<file path="config.mk">
export PLATFORM = sky130hd
export DESIGN_NAME = satd_ctrl_gen
export DESIGN_NICKNAME = d
export VERILOG_FILES = /design/src/rtl/satd_ctrl_gen.sv
export SDC_FILE = /design/constraint.sdc
export NUM_CORES = 1
export LEC_CHECK = 0
export BUFFER_PORTS_ARGS = -buffer_cell sky130_fd_sc_hd__buf_4
export CORE_ASPECT_RATIO = 1.1
export CORE_MARGIN = 2
export CORE_UTILIZATION = 48
export CTS_CLUSTER_DIAMETER = 200
export DETAILED_ROUTE_END_ITERATION = 12
export PLACE_DENSITY = 0.79
export SYNTH_ARGS = -nofsm -noshare
export SYNTH_HDL_FRONTEND = slang
export SYNTH_SLANG_ARGS = --single-unit
</file>
<file path="constraint.sdc">
create_clock -name clk -period 6.56 [get_ports clk]
set_input_delay 0.984 -clock clk [delete_from_list [all_inputs] [get_ports clk]]
set_output_delay 0.984 -clock clk [all_outputs]
set_load 0.01 [all_outputs]
</file>
<file path="src/rtl/satd_ctrl_gen.sv">
// Phase sequencer for the SATD datapath: LOAD, HORIZ, VERT and ACC stages with
// an in-stage counter, start/busy/done handshake, stall, chaining and a pass counter.
module satd_ctrl_gen #(
  parameter int N    = 8,
  parameter int CW   = $clog2(N),
  parameter int TAIL = 2,
  parameter int BW   = 16
) (
  input  logic          clk,
  input  logic          reset,
  input  logic          start,
  input  logic          stall,
  input  logic          continuous,
  output logic [1:0]    stage,
  output logic [CW-1:0] count,
  output logic          busy,
  output logic          done,
  output logic [BW-1:0] block_cnt
);

  typedef enum logic [2:0] {
    IDLE  = 3'd0,
    LOAD  = 3'd1,
    HORIZ = 3'd2,
    VERT  = 3'd3,
    ACC   = 3'd4
  } state_t;

  localparam logic [CW-1:0] CNT_LAST = CW'(N - 1);
  localparam logic [CW-1:0] ACC_LAST = CW'(TAIL - 1);

  state_t        state_reg, state_next;
  logic [CW-1:0] count_reg, count_next;
  logic          done_reg, done_next;
  logic [BW-1:0] blk_reg, blk_next;

  always_ff @(posedge clk) begin
    if (reset) begin
      state_reg <= IDLE;
      count_reg <= '0;
      done_reg  <= 1'b0;
      blk_reg   <= '0;
    end else begin
      state_reg <= state_next;
      count_reg <= count_next;
      done_reg  <= done_next;
      blk_reg   <= blk_next;
    end
  end

  // A stalled busy cycle holds everything; done only fires on a real completion.
  always_comb begin
    state_next = state_reg;
    count_next = count_reg;
    done_next  = 1'b0;
    blk_next   = blk_reg;
    if (state_reg == IDLE) begin
      count_next = '0;
      if (start) state_next = LOAD;
    end else if (!stall) begin
      case (state_reg)
        LOAD: begin
          state_next = HORIZ;
          count_next = '0;
        end
        HORIZ: begin
          if (count_reg == CNT_LAST) begin
            state_next = VERT;
            count_next = '0;
          end else begin
            count_next = count_reg + CW'(1);
          end
        end
        VERT: begin
          if (count_reg == CNT_LAST) begin
            state_next = ACC;
            count_next = '0;
          end else begin
            count_next = count_reg + CW'(1);
          end
        end
        ACC: begin
          if (count_reg == ACC_LAST) begin
            state_next = (continuous || start) ? LOAD : IDLE;
            count_next = '0;
            done_next  = 1'b1;
            blk_next   = blk_reg + BW'(1);
          end else begin
            count_next = count_reg + CW'(1);
          end
        end
        default: begin
          state_next = IDLE;
          count_next = '0;
        end
      endcase
    end
  end

  always_comb begin
    stage = 2'd0;
    case (state_reg)
      HORIZ:   stage = 2'd1;
      VERT:    stage = 2'd2;
      ACC:     stage = 2'd3;
      default: stage = 2'd0;
    endcase
  end

  assign busy      = (state_reg != IDLE);
  assign count     = count_reg;
  assign done      = done_reg;
  assign block_cnt = blk_reg;

endmodule

</file>
==> metrics <==
status=finished, final reports clean; pre-CTS setup slack=3.840 ns; HP Class=flop to flop; global route overflow=0; DRT Pass-1 Iters=4; part of the Yosys area used for sequential elements=37.10%; pin count of the biggest net entering global routing=23; final antenna-violating net count=0; unrepaired setup endpoints after global routing=false; Mean Syn Cell Area=8.443 um2; Seq pwr share=62.0%; Static Leak=0.5457 nW; post-synth design cell area=1241 um2; number of vias per cell=5.612; Post-route DRC=0; final design utilization=58.40%; max FFs per register=16; total half-perimeter wirelength after legalization and detailed placement=1.855 mm; overall die height=57.33 um; overall track demand over capacity in global routing=18.77%; crit start category=flop; clock network fraction of design power=27.3%; endpoint class of the critical path=output port; via count of the first global-routing pass=1011; Final Hold Viols=0; CP Max Fanout=12; clock tree from TritonCTS=yes; routability congestion estimate from global placement=0.7676; Final Skew=0.01060 ns; final-layout worst hold slack=0.5045 ns; total I/O pin count=28; number of buffers created by CTS=3; final-stage net count=181; number of DRC markers in iteration 0=26; final setup vio count=0; ant diodes=0; post-cts resize count=0; PnR worst setup slack=3.951 ns; Crit Path Class=flop to output port; switching power=0.00006052 W; Pwr Density=164.9 nW/um2; Design Area, Final=1444 um2; first-pass GRT wire length=4.353 mm; most common flop cell mapped by yosys=sky130_fd_sc_hd__dfxtp_1; area added between synthesis and finish=16.33%; Initial Util=50.20%; distinct cell type count of the synthesized netlist=36; post-place instance area=1418 um2; Setup Total Neg Slack=0 ns; number of synthesis warnings=0; cell at the root of the clock tree=sky130_fd_sc_hd__clkbuf_4; share of post-route cells with drive strength above 1=19.41%; max_slew headroom=73.86%; clock latency on the worst-skew pair=0.31 ns; actual transition at the worst max-transition pin=0.3898 ns; die extent in x=52.49 um; total of buffers placed on input and output ports=27; maximum clock frequency=383.3 MHz; number of synthesized flops with an enable pin=0; post-CTS setup buffer count=0; Period minus WS final=2.609 ns; antenna violations before repair=0; post-synthesis register bit count=23; Post-Synthesis Net Count=157; total vias in the final route=1128; required time at the endpoint of the critical path=5.58 ns; final worst-path cycle share=39.77%; total internal power=0.0001775 W; combinational fraction of design power=10.8%; max-cap viol count=0; final routed wire length divided by cell count=12.62 um; number of H-tree branching levels=1; # hold bufs at CTS=0; number of clock sinks=23; buffers from clock root to sink, at most=2; final number of max-transition violations=0; core area=2472 um2; Sw Share=25.42%; Arrival @ worst endpoint=1.62 ns; number of placement rows=19; area of the die=3009 um2; fraction of registers with async set/reset=0%; instance count of the mapped netlist=147; WL final=2.537 mm; maximum ir drop on the vdd rail=92.27 uV; Worst-path clk slew=0.13 ns
-- kinds of logic after synthesis --
family	Yosys count	synth area share [%]
muxes	2	1.714
DFF	23	37.10
buffers and inverters	12	6.451
AOI/OAI and AO/OA	33	14.82
xor gates and xnor gates	6	4.234
adders and majority gates	5	5.040
and+or+nand+nor	66	30.65
-- area by class of cell --
| class | instances | area, um2 |
|---|---|---|
| Fill cell | 249 | 1028 |
| Multi-Input combinational cell | 112 | 700.7 |
| Sequential cell | 23 | 460.4 |
| Timing Repair Buffer | 27 | 202.7 |
| Tap cell | 31 | 38.79 |
| Clock buffer | 4 | 26.28 |
| Inverter | 4 | 15.01 |
-- cells in the final DEF (no fill, tap or decap) --
cell type / synthesis / routed
sky130_fd_sc_hd__buf_4: 1 / 27
sky130_fd_sc_hd__dfxtp_1: 23 / 23
sky130_fd_sc_hd__a21oi_1: 15 / 15
sky130_fd_sc_hd__nor2_1: 12 / 12
sky130_fd_sc_hd__nand2_1: 11 / 11
sky130_fd_sc_hd__nand3_1: 10 / 10
sky130_fd_sc_hd__o21ai_0: 9 / 9
sky130_fd_sc_hd__or3_1: 7 / 7
sky130_fd_sc_hd__ha_1: 5 / 5
sky130_fd_sc_hd__inv_1: 4 / 4
sky130_fd_sc_hd__xor2_1: 4 / 4
sky130_fd_sc_hd__nand2b_1: 3 / 3
sky130_fd_sc_hd__o31ai_1: 3 / 3
sky130_fd_sc_hd__or4_1: 3 / 3
sky130_fd_sc_hd__nand4_1: 3 / 3
sky130_fd_sc_hd__nor4_1: 3 / 3
sky130_fd_sc_hd__clkbuf_4: 0 / 3
sky130_fd_sc_hd__or3b_1: 2 / 2
sky130_fd_sc_hd__a211oi_1: 2 / 2
sky130_fd_sc_hd__nor2b_1: 2 / 2
sky130_fd_sc_hd__nor3b_2: 2 / 2
sky130_fd_sc_hd__and4_1: 2 / 2
sky130_fd_sc_hd__xnor2_1: 2 / 2
sky130_fd_sc_hd__o22ai_1: 2 / 2
sky130_fd_sc_hd__a21o_1: 1 / 1
sky130_fd_sc_hd__nor4b_1: 1 / 1
sky130_fd_sc_hd__nor3b_1: 1 / 1
sky130_fd_sc_hd__or4b_1: 1 / 1
sky130_fd_sc_hd__a31oi_1: 1 / 1
sky130_fd_sc_hd__nor3_1: 1 / 1
sky130_fd_sc_hd__and2_1: 1 / 1
sky130_fd_sc_hd__or3_4: 1 / 1
sky130_fd_sc_hd__mux2_1: 1 / 1
sky130_fd_sc_hd__mux2i_1: 1 / 1
sky130_fd_sc_hd__clkbuf_1: 2 / 1
-- worst paths after layout --
kind	from	to	slack, ns	cells past startpoint
worst max register to register	count[0]$_SDFFE_PP0N_	block_cnt[15]$_SDFFE_PP0P_	4.32	5
worst min-delay path	block_cnt[1]$_SDFFE_PP0P_	block_cnt[1]$_SDFFE_PP0P_	0.50	2
worst max-delay path	state_reg[2]$_SDFFE_PP0P_	stage[1]	3.95	3
worst min register to register	block_cnt[1]$_SDFFE_PP0P_	block_cnt[1]$_SDFFE_PP0P_	0.50	2
-- layer usage --
metal  vias to the layer above  GRT usage [%]  share of wire [%]  routed length (um)
li1                        576              -                  -                   -
met2                        29          30.89                 50                1261
met5                         -              0                  0                   0
met3                         4          2.356                4.6                 116
met4                         0          7.692                1.5                  38
met1                       519          24.63                 44                1121
-- metrics by stage --
stage           power, W  cells
2_1_floorplan  0.0001682    147
3_3_place_gp   0.0001748    197
3_5_place_dp   0.0001759    197
4_1_cts        0.0002392    201
5_1_grt        0.0002488    201
6_report       0.0002381    201
-- power by group through the flow --
stage	registers, W	logic (W)	clock network (W)
after CTS	0.000147	0.0000255	0.0000663
after global placement	0.000150	0.0000245	0
after detailed placement	0.000151	0.0000254	0
final	0.000147	0.0000257	0.0000649
after global routing	0.000148	0.0000282	0.0000722
after floorplan	0.000146	0.0000217	0
-- synth_stat cells (all sizes together) (3+ instances only) --
library cell  count  area share, %
o31ai             3            1.8
or4               3            1.8
inv               4            1.2
a21oi            15            6.0
or3               8            4.4
dfxtp            23             37
nand2            11            3.3
nand2b            3            1.5
nor3b             3            2.6
buf               6            4.6
nor4              3            1.5
ha                5            5.0
nand4             3            1.5
xor2              4            2.8
nor2             12            3.6
o21ai             9            3.6
nand3            10            4.0
-- worst max-delay path, stage by stage, from the launching register on --
cell and delay, ns:
sky130_fd_sc_hd__dfxtp_1 0.52, sky130_fd_sc_hd__or3b_1 0.52, sky130_fd_sc_hd__o21ai_0 0.14, sky130_fd_sc_hd__buf_4 0.15
No activity file was read; power rests on OpenSTA's default activity.
